`src/rtl/cpu_ctrl_pkg.sv`:
```
// Shared definitions for the hardwired ALU control sequencer:
// sequencer states, supported opcodes, instruction-register field
// positions and opcode classification helpers.
package cpu_ctrl_pkg;

    // Sequencer states: IDLE plus the T0..T6 instruction steps
    typedef enum logic [2:0] {
        IDLE = 3'd0,
        T0   = 3'd1,
        T1   = 3'd2,
        T2   = 3'd3,
        T3   = 3'd4,
        T4   = 3'd5,
        T5   = 3'd6,
        T6   = 3'd7
    } state_e;

    localparam int OP_BITS = 5;
    localparam int IDX_W   = 4;

    // Instruction register field positions
    localparam int IR_OP_MSB = 31;
    localparam int IR_OP_LSB = 27;
    localparam int IR_RA_MSB = 26;
    localparam int IR_RA_LSB = 23;
    localparam int IR_RB_MSB = 22;
    localparam int IR_RB_LSB = 19;
    localparam int IR_RC_MSB = 18;
    localparam int IR_RC_LSB = 15;

    typedef logic [OP_BITS-1:0] opcode_t;

    // Supported register-register opcodes
    localparam opcode_t OP_ADD = 5'b00011;
    localparam opcode_t OP_SUB = 5'b00100;
    localparam opcode_t OP_AND = 5'b00101;
    localparam opcode_t OP_OR  = 5'b00110;
    localparam opcode_t OP_SHR = 5'b00111;
    localparam opcode_t OP_SHL = 5'b01001;
    localparam opcode_t OP_MUL = 5'b01111;
    localparam opcode_t OP_DIV = 5'b10000;

    // True for every opcode this sequencer knows how to execute
    function automatic logic is_legal_op(input opcode_t op);
        case (op)
            OP_ADD, OP_SUB, OP_AND, OP_OR,
            OP_SHR, OP_SHL, OP_MUL, OP_DIV: return 1'b1;
            default:                        return 1'b0;
        endcase
    endfunction

    // MUL and DIV produce a 64-bit result and need the extra HI/LO step
    function automatic logic is_muldiv(input opcode_t op);
        return (op == OP_MUL) || (op == OP_DIV);
    endfunction

endpackage

```
`src/rtl/alu_ctrl_seq_if.sv`:
```
// Bundle of run-control, memory handshake, instruction and datapath
// control signals between the sequencer (master) and the datapath (slave).
interface alu_ctrl_seq_if #(
    parameter int NUM_REGS = 16,
    parameter int OP_W     = 5
);
    logic                Start;
    logic                Mem_ready;
    logic [31:0]         IR;

    logic                PCout;
    logic                Zlowout;
    logic                Zhighout;
    logic                MDRout;
    logic                PCin;
    logic                MARin;
    logic                MDRin;
    logic                IRin;
    logic                Yin;
    logic                Zin;
    logic                HIin;
    logic                LOin;
    logic                IncPC;
    logic                Read;
    logic [NUM_REGS-1:0] Rin;
    logic [NUM_REGS-1:0] Rout;
    logic [OP_W-1:0]     Alu_op;
    logic                Busy;
    logic                Done;
    logic                Illegal;
    logic                Mem_err;

    modport master (
        input  Start, Mem_ready, IR,
        output PCout, Zlowout, Zhighout, MDRout,
        output PCin, MARin, MDRin, IRin, Yin, Zin, HIin, LOin,
        output IncPC, Read, Rin, Rout, Alu_op,
        output Busy, Done, Illegal, Mem_err
    );

    modport slave (
        output Start, Mem_ready, IR,
        input  PCout, Zlowout, Zhighout, MDRout,
        input  PCin, MARin, MDRin, IRin, Yin, Zin, HIin, LOin,
        input  IncPC, Read, Rin, Rout, Alu_op,
        input  Busy, Done, Illegal, Mem_err
    );

endinterface

```
`src/rtl/reg_sel_decode.sv`:
```
// Turns a register index plus enable into a one-hot register select.
module reg_sel_decode #(
    parameter int NUM_REGS = 16,
    parameter int IDX_W    = 4
) (
    input  logic [IDX_W-1:0]    idx_i,
    input  logic                en_i,
    output logic [NUM_REGS-1:0] sel_o
);

    // One bit set at the indexed register when enabled, otherwise all zero
    always_comb begin
        sel_o = '0;
        if (en_i) begin
            sel_o = NUM_REGS'(1) << idx_i;
        end
    end

endmodule

```
`src/rtl/alu_ctrl_seq.sv`:
```
// Hardwired control sequencer: steps the datapath through fetch
// (T0..T2), decode/operand (T3, T4) and writeback (T5, T6 for MUL/DIV).
module alu_ctrl_seq
    import cpu_ctrl_pkg::*;
#(
    parameter int NUM_REGS     = 16,
    parameter int OP_W         = OP_BITS,
    parameter int MEM_WAIT_MAX = 8
) (
    input  logic           Clock,
    input  logic           Clear_n,
    alu_ctrl_seq_if.master bus
);

    localparam int CNT_W = $clog2(MEM_WAIT_MAX + 1);

    state_e            state_q, state_d;
    logic [CNT_W-1:0]  waitCnt_q, waitCnt_d;
    logic              illegal_q, illegal_d;
    logic              memErr_q, memErr_d;

    opcode_t           opcode;
    logic [IDX_W-1:0]  ra, rb, rc;
    logic              legalOp;
    logic              mulDiv;
    logic              firstT1;
    logic              waitDone;
    logic [IDX_W-1:0]  routIdx;
    logic              routEn;
    logic              rinEn;
    logic              unusedIrLow;

    assign opcode      = bus.IR[IR_OP_MSB:IR_OP_LSB];
    assign ra          = bus.IR[IR_RA_MSB:IR_RA_LSB];
    assign rb          = bus.IR[IR_RB_MSB:IR_RB_LSB];
    assign rc          = bus.IR[IR_RC_MSB:IR_RC_LSB];
    assign unusedIrLow = ^bus.IR[IR_RC_LSB-1:0];

    assign legalOp  = is_legal_op(opcode);
    assign mulDiv   = is_muldiv(opcode);
    assign firstT1  = (waitCnt_q == '0);
    assign waitDone = (waitCnt_q == CNT_W'(MEM_WAIT_MAX - 1));

    // State, wait counter and sticky error flags; reset returns to IDLE at once
    always_ff @(posedge Clock or negedge Clear_n) begin
        if (!Clear_n) begin
            state_q   <= IDLE;
            waitCnt_q <= '0;
            illegal_q <= 1'b0;
            memErr_q  <= 1'b0;
        end else begin
            state_q   <= state_d;
            waitCnt_q <= waitCnt_d;
            illegal_q <= illegal_d;
            memErr_q  <= memErr_d;
        end
    end

    // Next state: one step per clock except while T1 waits for memory
    always_comb begin
        state_d   = state_q;
        waitCnt_d = waitCnt_q;
        illegal_d = illegal_q;
        memErr_d  = memErr_q;
        case (state_q)
            IDLE: begin
                if (bus.Start) begin
                    state_d   = T0;
                    illegal_d = 1'b0;
                    memErr_d  = 1'b0;
                end
            end
            T0: begin
                state_d   = T1;
                waitCnt_d = '0;
            end
            T1: begin
                if (bus.Mem_ready) begin
                    state_d = T2;
                end else if (waitDone) begin
                    state_d  = IDLE;
                    memErr_d = 1'b1;
                end else if (waitCnt_q != CNT_W'(MEM_WAIT_MAX)) begin
                    waitCnt_d = waitCnt_q + CNT_W'(1);
                end
            end
            T2: state_d = T3;
            T3: begin
                if (legalOp) begin
                    state_d = T4;
                end else begin
                    state_d   = IDLE;
                    illegal_d = 1'b1;
                end
            end
            T4: state_d = T5;
            T5: state_d = mulDiv ? T6 : IDLE;
            T6: state_d = IDLE;
            default: state_d = IDLE;
        endcase
    end

    // Moore control decode from the registered state and IR fields
    always_comb begin
        bus.PCout    = 1'b0;
        bus.Zlowout  = 1'b0;
        bus.Zhighout = 1'b0;
        bus.MDRout   = 1'b0;
        bus.PCin     = 1'b0;
        bus.MARin    = 1'b0;
        bus.MDRin    = 1'b0;
        bus.IRin     = 1'b0;
        bus.Yin      = 1'b0;
        bus.Zin      = 1'b0;
        bus.HIin     = 1'b0;
        bus.LOin     = 1'b0;
        bus.IncPC    = 1'b0;
        bus.Read     = 1'b0;
        bus.Alu_op   = '0;
        bus.Done     = 1'b0;
        case (state_q)
            T0: begin
                bus.PCout = 1'b1;
                bus.MARin = 1'b1;
                bus.IncPC = 1'b1;
                bus.Zin   = 1'b1;
            end
            T1: begin
                bus.Zlowout = 1'b1;
                bus.PCin    = firstT1;
                bus.Read    = 1'b1;
                bus.MDRin   = 1'b1;
            end
            T2: begin
                bus.MDRout = 1'b1;
                bus.IRin   = 1'b1;
            end
            T3: begin
                bus.Yin = legalOp;
            end
            T4: begin
                bus.Alu_op = OP_W'(opcode);
                bus.Zin    = 1'b1;
            end
            T5: begin
                bus.Zlowout = 1'b1;
                bus.LOin    = mulDiv;
                bus.Done    = !mulDiv;
            end
            T6: begin
                bus.Zhighout = 1'b1;
                bus.HIin     = 1'b1;
                bus.Done     = 1'b1;
            end
            default: begin
            end
        endcase
    end

    assign bus.Busy    = (state_q != IDLE);
    assign bus.Illegal = illegal_q;
    assign bus.Mem_err = memErr_q;

    assign routIdx = (state_q == T3) ? rb : rc;
    assign routEn  = ((state_q == T3) && legalOp) || (state_q == T4);
    assign rinEn   = (state_q == T5) && !mulDiv;

    reg_sel_decode #(
        .NUM_REGS (NUM_REGS),
        .IDX_W    (IDX_W)
    ) u_rout_dec (
        .idx_i (routIdx),
        .en_i  (routEn),
        .sel_o (bus.Rout)
    );

    reg_sel_decode #(
        .NUM_REGS (NUM_REGS),
        .IDX_W    (IDX_W)
    ) u_rin_dec (
        .idx_i (ra),
        .en_i  (rinEn),
        .sel_o (bus.Rin)
    );

endmodule

```
`src/flat_wrapper.sv`:
```
// flat-port wrapper written by rule: the top's interface ports become plain ports
module alu_ctrl_seq_flat import cpu_ctrl_pkg::*;
#(
    parameter int NUM_REGS     = 16,
    parameter int OP_W         = OP_BITS,
    parameter int MEM_WAIT_MAX = 8
)
  (Clock, Clear_n, bus_Start, bus_Mem_ready, bus_IR, bus_PCout, bus_Zlowout, bus_Zhighout, bus_MDRout, bus_PCin, bus_MARin, bus_MDRin, bus_IRin, bus_Yin, bus_Zin, bus_HIin, bus_LOin, bus_IncPC, bus_Read, bus_Rin, bus_Rout, bus_Alu_op, bus_Busy, bus_Done, bus_Illegal, bus_Mem_err);
  alu_ctrl_seq_if #(.NUM_REGS(NUM_REGS), .OP_W(OP_W)) bus_i ();
  input  logic Clock;
  input  logic Clear_n;
  input wire logic [$bits(bus_i.Start)-1:0] bus_Start;
  input wire logic [$bits(bus_i.Mem_ready)-1:0] bus_Mem_ready;
  input wire logic [$bits(bus_i.IR)-1:0] bus_IR;
  output wire logic [$bits(bus_i.PCout)-1:0] bus_PCout;
  output wire logic [$bits(bus_i.Zlowout)-1:0] bus_Zlowout;
  output wire logic [$bits(bus_i.Zhighout)-1:0] bus_Zhighout;
  output wire logic [$bits(bus_i.MDRout)-1:0] bus_MDRout;
  output wire logic [$bits(bus_i.PCin)-1:0] bus_PCin;
  output wire logic [$bits(bus_i.MARin)-1:0] bus_MARin;
  output wire logic [$bits(bus_i.MDRin)-1:0] bus_MDRin;
  output wire logic [$bits(bus_i.IRin)-1:0] bus_IRin;
  output wire logic [$bits(bus_i.Yin)-1:0] bus_Yin;
  output wire logic [$bits(bus_i.Zin)-1:0] bus_Zin;
  output wire logic [$bits(bus_i.HIin)-1:0] bus_HIin;
  output wire logic [$bits(bus_i.LOin)-1:0] bus_LOin;
  output wire logic [$bits(bus_i.IncPC)-1:0] bus_IncPC;
  output wire logic [$bits(bus_i.Read)-1:0] bus_Read;
  output wire logic [$bits(bus_i.Rin)-1:0] bus_Rin;
  output wire logic [$bits(bus_i.Rout)-1:0] bus_Rout;
  output wire logic [$bits(bus_i.Alu_op)-1:0] bus_Alu_op;
  output wire logic [$bits(bus_i.Busy)-1:0] bus_Busy;
  output wire logic [$bits(bus_i.Done)-1:0] bus_Done;
  output wire logic [$bits(bus_i.Illegal)-1:0] bus_Illegal;
  output wire logic [$bits(bus_i.Mem_err)-1:0] bus_Mem_err;
  assign bus_i.Start = bus_Start;
  assign bus_i.Mem_ready = bus_Mem_ready;
  assign bus_i.IR = bus_IR;
  assign bus_PCout = bus_i.PCout;
  assign bus_Zlowout = bus_i.Zlowout;
  assign bus_Zhighout = bus_i.Zhighout;
  assign bus_MDRout = bus_i.MDRout;
  assign bus_PCin = bus_i.PCin;
  assign bus_MARin = bus_i.MARin;
  assign bus_MDRin = bus_i.MDRin;
  assign bus_IRin = bus_i.IRin;
  assign bus_Yin = bus_i.Yin;
  assign bus_Zin = bus_i.Zin;
  assign bus_HIin = bus_i.HIin;
  assign bus_LOin = bus_i.LOin;
  assign bus_IncPC = bus_i.IncPC;
  assign bus_Read = bus_i.Read;
  assign bus_Rin = bus_i.Rin;
  assign bus_Rout = bus_i.Rout;
  assign bus_Alu_op = bus_i.Alu_op;
  assign bus_Busy = bus_i.Busy;
  assign bus_Done = bus_i.Done;
  assign bus_Illegal = bus_i.Illegal;
  assign bus_Mem_err = bus_i.Mem_err;
  alu_ctrl_seq #(.NUM_REGS(NUM_REGS), .OP_W(OP_W), .MEM_WAIT_MAX(MEM_WAIT_MAX)) u_core (.Clock(Clock), .Clear_n(Clear_n), .bus(bus_i));
endmodule
```
`config.mk`:
```
export PLATFORM = sky130hd
export DESIGN_NAME = alu_ctrl_seq_flat
export DESIGN_NICKNAME = d
export VERILOG_FILES = /design/src/rtl/cpu_ctrl_pkg.sv /design/src/rtl/alu_ctrl_seq_if.sv /design/src/rtl/reg_sel_decode.sv /design/src/rtl/alu_ctrl_seq.sv /design/src/flat_wrapper.sv
export SDC_FILE = /design/constraint.sdc
export NUM_CORES = 1
export LEC_CHECK = 0
export ABC_AREA = 1
export CAP_MARGIN = 20
export CORE_MARGIN = 5
export CORE_UTILIZATION = 32
export CTS_CLUSTER_SIZE = 25
export DETAILED_ROUTE_END_ITERATION = 10
export HOLD_SLACK_MARGIN = 0.15
export PLACE_DENSITY = 0.84
export SLEW_MARGIN = 20
export SYNTH_ARGS = -nofsm -noshare
export SYNTH_HDL_FRONTEND = slang
export SYNTH_HIERARCHICAL = 1
export SYNTH_SLANG_ARGS = --single-unit
```
`constraint.sdc`:
```
create_clock -name Clock -period 1.7 [get_ports Clock]
set_input_delay 0.255 -clock Clock [delete_from_list [all_inputs] [get_ports Clock]]
set_output_delay 0.255 -clock Clock [all_outputs]
set_load 0.1 [all_outputs]
```
==> results of run 1 <==
-- cells by family after synthesis --
group,Yosys count,synth area share
flip-flops,9,0.2133
AND/OR/NAND/NOR,134,0.5438
adder cells (fa/ha/maj),2,0.02369
XOR/XNOR,1,0.008295
AO/OA/AOI/OAI,9,0.06043
buffers and inverters,36,0.1505
-- through the flow --
stage / hold WS, ns / setup TNS [ns]
floorplan: -0.04059 / -33.19
detailed placement: 0.5604 / -18.96
global placement: 0.5234 / -14.33
==> impl_metrics.json, run 1 <==
{
  "synth_most_common_cell": "nor2_1",
  "gp_congestion": 0.8676,
  "numPortBuffers": 75,
  "cts.path.max_buffers": 2,
  "dp_cells": 326,
  "die_w_um": 67.45,
  "status": "did not finish",
  "start_util": 0.3403,
  "place_worst_setup_slack_ns": -0.5815,
  "ys_types": 21,
  "hpwl_mm": 4.926,
  "clock_sinks": 9,
  "ys.flop_type": "dfrtp_1",
  "post-cts-setup-buffers": 7,
  "yosysTopAreaCellShare": 0.2133,
  "dieHeight_um": 67.45,
  "yosysTopAreaCell": "dfrtp_1",
  "htree_levels": 1,
  "cts_buffers": 3,
  "synth_nets": 229,
  "ys_seq_elements": 9,
  "yosysWarnings": 6,
  "error": "[ERROR DPL-0038] Utilization greater than 100%, impossible to legalize",
  "cts_resized": 54,
  "rows": 20,
  "synthTopCellsByCount": "nor2_1, nand2_1, inv_1",
  "io_pins": 91,
  "synth.area.top_cells": "dfrtp_1, nor2_1, nand2_1",
  "clock-root-buffer": "clkbuf_4",
  "dpl_cell_area_mm2": 0.002924,
  "netlist_area_mm2": 0.001056,
  "haltStage": "4_1_cts",
  "synth_edf_count": 0,
  "holdBufCountCts": 0,
  "ys_async_sr_fraction": 1.000,
  "postSynthAreaPerCell_um2": 5.529,
  "yosysSeqAreaShare": 0.2133,
  "synthCells": 191
}
==> run 2: changes to the inputs <==
--- a/config.mk
+++ b/config.mk
@@ -8,11 +8,9 @@
 export ABC_AREA = 1
 export CAP_MARGIN = 20
 export CORE_MARGIN = 5
-export CORE_UTILIZATION = 32
-export CTS_CLUSTER_SIZE = 25
+export CORE_UTILIZATION = 25
 export DETAILED_ROUTE_END_ITERATION = 10
-export HOLD_SLACK_MARGIN = 0.15
-export PLACE_DENSITY = 0.84
+export PLACE_DENSITY_LB_ADDON = 0.15
 export SLEW_MARGIN = 20
 export SYNTH_ARGS = -nofsm -noshare
 export SYNTH_HDL_FRONTEND = slang
==> run 2 against run 1 <==
  * Area after synthesis stayed put
  * Synthesized cell count stayed put
  * The flow now finishes, with violations (negative setup slack)
==> impl_metrics.json, run 2 <==
{
  "ys_types": 21,
  "holdWs_ns": 0.3375,
  "numPortBuffers": 75,
  "crit_fanout": 8,
  "synth_most_common_cell": "nor2_1",
  "htree_levels": 1,
  "grt_pass1_vias": 1635,
  "crit_path_start_kind": "register",
  "yosysTopAreaCell": "dfrtp_1",
  "grt_first_pass_wirelength_mm": 7.548,
  "post_drt_wl_per_cell_um": 13.94,
  "required_ns": 1.44,
  "synth_nets": 229,
  "layout-drive-gt1-share": 0.6291,
  "n_antenna_cell": 0,
  "start_util": 0.2603,
  "route.vias.total": 1677,
  "cts.path.max_buffers": 2,
  "synthTopCellsByCount": "nor2_1, nand2_1, inv_1",
  "cts.clk_slew.worst_paths_ns": 0.05,
  "grt_overflow": 0,
  "holdCritPathClass": "input port to asynchronous set/reset pin",
  "synth.area.top_cells": "dfrtp_1, nor2_1, nand2_1",
  "violations": "negative setup slack",
  "clock-root-buffer": "clkbuf_8",
  "period_share": 1.265,
  "worst-slew-pin-transition_ns": 0.4457,
  "setup_violations": 54,
  "ir_drop_mv": 0.7878,
  "ff2ff_path_depth": 14,
  "cts_buffers": 3,
  "antenna_found_initial": 0,
  "yosysSeqAreaShare": 0.2133,
  "crit_type": "register to output pin",
  "hpwl_mm": 3.633,
  "final_common_cell": "buf_12",
  "final_cell_mix": "buf_12, nor2_4, nand2_1",
  "synth-adder-area-share": 0.02370,
  "area.growth.synth_to_final_pct": 212.2,
  "final_util": 0.8125,
  "arrival_ns": 1.90,
  "drt-initial-drc-count": 92,
  "die_w_um": 74.99,
  "p_leak_uw": 0.001350,
  "synthMuxAreaShare": 0,
  "end_kind": "output pin",
  "dr.pass1.iters": 4,
  "grt_setup_unrepaired": "yes",
  "synth-compound-area-share": 0.06043,
  "slew_headroom": 0.7019,
  "reg_top3": "u_core/waitCnt_q (4), u_core/state_q (3)",
  "grt_usage": 0.1689,
  "ant_nets": 0,
  "clock_sinks": 9,
  "status": "finished, violations left",
  "synth_xor_area_frac": 0.008294,
  "synth_simple_gate_area_frac": 0.5438,
  "synth_top_family_by_area": "simple AND/OR/NAND/NOR gates",
  "postSynthAreaPerCell_um2": 5.529,
  "rrSetupSlack_ns": -0.04,
  "fin_worst_skew_ns": 0.002711,
  "nNetsFinal": 341,
  "fmax_mhz": 465.0,
  "floorplan.die_area_mm2": 0.005624,
  "maxCapViolCount": 0,
  "ys.flop_type": "dfrtp_1",
  "grt_max_degree": 10,
  "largest_reg_flops": 4,
  "synthCells": 191,
  "yosysWarnings": 6,
  "yosysTopAreaCellShare": 0.2133,
  "synth_edf_count": 0,
  "worstSkewPairLatency_ns": 0.23,
  "dieHeight_um": 74.99,
  "ys_seq_elements": 9,
  "remaining_drc_errors": 0,
  "vias_per_cell": 4.764,
  "gp_congestion": 0.7450,
  "finalPower_uw": 4778,
  "largest-register": "u_core/waitCnt_q",
  "ys_async_sr_fraction": 1.000,
  "tritoncts": "built",
  "wirelength_mm": 4.907,
  "period_needed_ns": 2.150,
  "netlist_area_mm2": 0.001056,
  "finalHoldViolations": 0,
  "powerDensity_mw_per_mm2": 1449,
  "holdBufCountCts": 0,
  "io_pins": 91,
  "rows": 23,
  "fin_ws_ns": -0.4504,
  "core_area_mm2": 0.004058,
  "finalMaxSlewViolations": 0
}
-- run 2: cell counts after synthesis --
Identical to the previous run, type by type.
-- run 2: worst paths after layout --
kind / from / endpoint
worst max-delay path: u_core/state_q[1] / bus_Rout[8]
worst min-delay path: Clear_n / u_core/state_q[2]
worst max register to register: u_core/state_q[1] / u_core/bus.Mem_err
worst min register to register: u_core/waitCnt_q[0] / u_core/waitCnt_q[0]
max in group asynchronous: Clear_n / u_core/state_q[1]
min in group Clock: u_core/waitCnt_q[0] / u_core/waitCnt_q[0]
-- run 2: layout make-up --
type / instances / area (um^2)
Timing Repair Buffer: 112 / 1639
Multi-Input combinational cell: 146 / 1179
Fill cell: 218 / 760.7
Sequential cell: 9 / 225.2
Inverter: 31 / 146.4
Tap cell: 50 / 62.56
Clock buffer: 4 / 45.04
-- run 2: stage by stage --
| step | setup slack (ns) | instance area [um^2] | setup TNS, ns | cells |
|---|---|---|---|---|
| 5_1_grt | -0.5395 | 3297 | -20.44 | 352 |
| 3_5_place_dp | -0.5080 | 2947 | -16.37 | 334 |
| 3_3_place_gp | -0.4913 | 2947 | -15.45 | 334 |
| 6_report | -0.4504 | 3297 | -15.81 | 352 |
| 2_1_floorplan | -0.8314 | 1488 | -33.19 | 191 |
| 4_1_cts | -0.3709 | 3144 | -11.65 | 342 |
-- run 2: report_power, final --
group	internal, uW	switching [uW]
Sequential	286	72.2
Combinational	1510	2660
Clock	164	85.8
-- run 2: routing by layer --
layer	vias up	global-route usage	part of all wire
li1	807	-	-
met1	772	0.1914	0.34
met2	88	0.3046	0.54
met3	10	0.06542	0.10
met4	0	0.02569	0.018
met5	-	0	0
-- run 2: timing repair --
| item | CTS | global route |
|---|---|---|
| pin swaps | 13 | 8 |
| setup endpoints to repair | 47 | 50 |
| setup buffers | 4 | 10 |
| hold endpoints to repair | 0 | 0 |
| resized for setup | 40 | 16 |
-- run 2: logic make-up after synthesis --
| group | Yosys count |
|---|---|
| simple gates | 134 |
| buf+inv | 36 |
| compound gates | 9 |
| flops | 9 |
| fa+ha+maj | 2 |
| xor+xnor | 1 |
-- run 2: critical path, stage by stage (launching register included) --
cell     delay [ns]
dfrtp_1        0.40
nor2_2         0.16
inv_2          0.07
nor2_4         0.18
inv_4          0.08
a21oi_4        0.13
inv_2          0.07
nand2_4        0.12
nand2_8        0.12
nor2_4         0.15
buf_12         0.18
Note: power is estimated with default switching activity, not from simulation.
==> run 3: changes to the inputs <==
--- a/config.mk
+++ b/config.mk
@@ -10,7 +10,7 @@
 export CORE_MARGIN = 5
 export CORE_UTILIZATION = 25
 export DETAILED_ROUTE_END_ITERATION = 10
-export PLACE_DENSITY_LB_ADDON = 0.15
+export PLACE_DENSITY = 0.73
 export SLEW_MARGIN = 20
 export SYNTH_ARGS = -nofsm -noshare
 export SYNTH_HDL_FRONTEND = slang
==> run 3 against run 2 <==
  * The run still ends with negative setup slack left
  * Sequential power barely moved
  * Combinational power grew 3%
  * Routed wire length rose by 20%
  * Design area up 3.1%
  * Clock skew increased by 0.0032 ns
  * Non-clock buffer count is the same
  * Total power rose by 2.8%
  * Sequential share of layout area is 0.21 points lower
  * Maximum frequency rose by 1.9%
  * Highest routed layer unchanged
==> impl_metrics.json, run 3 (synthesized netlist as in run 2, its figures left out) <==
{
  "status": "finished, violations left",
  "violations": "negative setup slack",
  "slowest_delay_ns": 0.39,
  "clock-root-buffer": "clkbuf_8",
  "slew_headroom": 0.7378,
  "n_antenna_cell": 0,
  "holdCritPathClass": "input port to asynchronous set/reset pin",
  "cts.path.max_buffers": 2,
  "crit_start": "u_core/state_q[1]",
  "floorplan.die_area_mm2": 0.005624,
  "io_pins": 91,
  "grt_overflow": 0,
  "required_ns": 1.44,
  "clock_sinks": 9,
  "cpMaxStageDelayCell": "dfrtp_1",
  "fin_worst_skew_ns": 0.005929,
  "r2r_start": "u_core/state_q[1]",
  "nNetsFinal": 341,
  "cpLargestDelayFamily": "simple AND/OR/NAND/NOR gates",
  "grt_max_degree": 10,
  "ir_drop_mv": 1.255,
  "worstSkewPairLatency_ns": 0.23,
  "crit_type": "register to output pin",
  "vias_per_cell": 4.841,
  "cts.clk_slew.worst_paths_ns": 0.05,
  "dr.pass1.iters": 4,
  "reg_top3": "u_core/waitCnt_q (4), u_core/state_q (3)",
  "area.growth.synth_to_final_pct": 222.0,
  "numPortBuffers": 75,
  "dpl_cell_area_mm2": 0.002962,
  "wirelength_mm": 5.864,
  "p_leak_uw": 0.001378,
  "period_needed_ns": 2.110,
  "setup-tns-final_ns": -13.73,
  "largest_reg_flops": 4,
  "remaining_drc_errors": 0,
  "grt_usage": 0.1901,
  "arrival_ns": 1.86,
  "die_w_um": 74.99,
  "htree_levels": 1,
  "grt_setup_unrepaired": "yes",
  "maxCapViolCount": 0,
  "tritoncts": "built",
  "end_kind": "output pin",
  "rows": 23,
  "final_cell_mix": "buf_12, nor2_4, nand2_1",
  "fin_ws_ns": -0.4103,
  "hpwl_mm": 3.945,
  "crit_path_start_kind": "register",
  "route.vias.total": 1704,
  "largest-register": "u_core/waitCnt_q",
  "critPathBufInv": 3,
  "start_util": 0.2603,
  "fmax_mhz": 473.9,
  "antenna_found_initial": 0,
  "post_drt_wl_per_cell_um": 16.66,
  "finalMaxSlewViolations": 0,
  "grt_first_pass_wirelength_mm": 8.321,
  "worst-slew-pin-transition_ns": 0.3920,
  "final_common_cell": "buf_12",
  "path_common_cell": "nor2_4",
  "final_cell_area_mm2": 0.003401,
  "period_share": 1.241,
  "core_area_mm2": 0.004058,
  "setup_violations": 47,
  "dieHeight_um": 74.99,
  "grt_pass1_vias": 1769,
  "finalPower_uw": 4911,
  "cts_buffers": 3,
  "gp_congestion": 0.8362,
  "path_cells": "nor2_2 -> inv_2 -> nor2_4 -> inv_4 -> nand2_2 -> nand2_8 -> nor2_4 -> nand2_4 -> nor2_4 -> buf_12",
  "layout-drive-gt1-share": 0.6623,
  "drt-initial-drc-count": 57,
  "finalHoldViolations": 0,
  "crit_fanout": 6,
  "powerDensity_mw_per_mm2": 1444,
  "ant_nets": 0
}
[run 3: what timing repair did]
action,4_1_cts,5_1_grt
gates resized for setup,47,36
pin swaps,18,22
hold buffers,0,0
buffers inserted,9,6
endpoints found under the setup margin,48,55
[run 3: path summary, 6_finish.rpt]
| check | to | slack (ns) | cells after the start |
|---|---|---|---|
| max | bus_Rout[0] | -0.41 | 10 |
| min | u_core/waitCnt_q[3] | 0.31 | 1 |
| max reg2reg | u_core/state_q[1] | 0.10 | 12 |
| min reg2reg | u_core/bus.Mem_err | 0.57 | 2 |
| max in group asynchronous | u_core/state_q[1] | 1.10 | 1 |
| min in group Clock | u_core/bus.Mem_err | 0.57 | 2 |
[run 3: cell type report]
cell class              count  area, um^2
repair buffers            112        1642
fillers                   185       656.9
well taps                  50       62.56
multi-input cells         146        1276
clock buffers               3       41.29
clock inverters             1       5.005
flip-flops and latches      9       225.2
inverters                  31       148.9
[run 3: through the flow]
stage                     worst slack, ns  utilization  hold slack [ns]  cells
after floorplan                   -0.8314            -         -0.04059    191
after global placement            -0.4578       0.7299           0.5380    336
after detailed placement          -0.5242       0.7299           0.5480    336
after CTS                         -0.3667       0.7971           0.3347    349
after global routing              -0.5063       0.8381           0.3495    352
final                             -0.4103       0.8381           0.3136    352
[run 3: per-layer routing]
layer,vias to the layer above,wire length [um],global-route usage
li1,806,-,-
met1,809,2017,0.2045
met2,77,3301,0.3675
met3,12,410,0.04539
met4,0,134,0.04743
met5,-,0,0
[run 3: worst reg2reg max path: stages (launching register included)]
cell and delay (ns):
dfrtp_1 0.39, buf_6 0.13, inv_4 0.06, nor2_4 0.04, inv_2 0.08, buf_6 0.10, nor2_4 0.03, nand2_2 0.09
clkinvlp_4 0.11, buf_4 0.15, buf_4 0.13, nor2_2 0.07, nand3_1 0.09
[run 3: where the power goes]
part | internal, uW | switching (uW) | leakage [uW]
Clock | 160 | 86.7 | 0.0000255
Combinational | 1530 | 2780 | 0.00123
Sequential | 286 | 72.1 | 0.000120
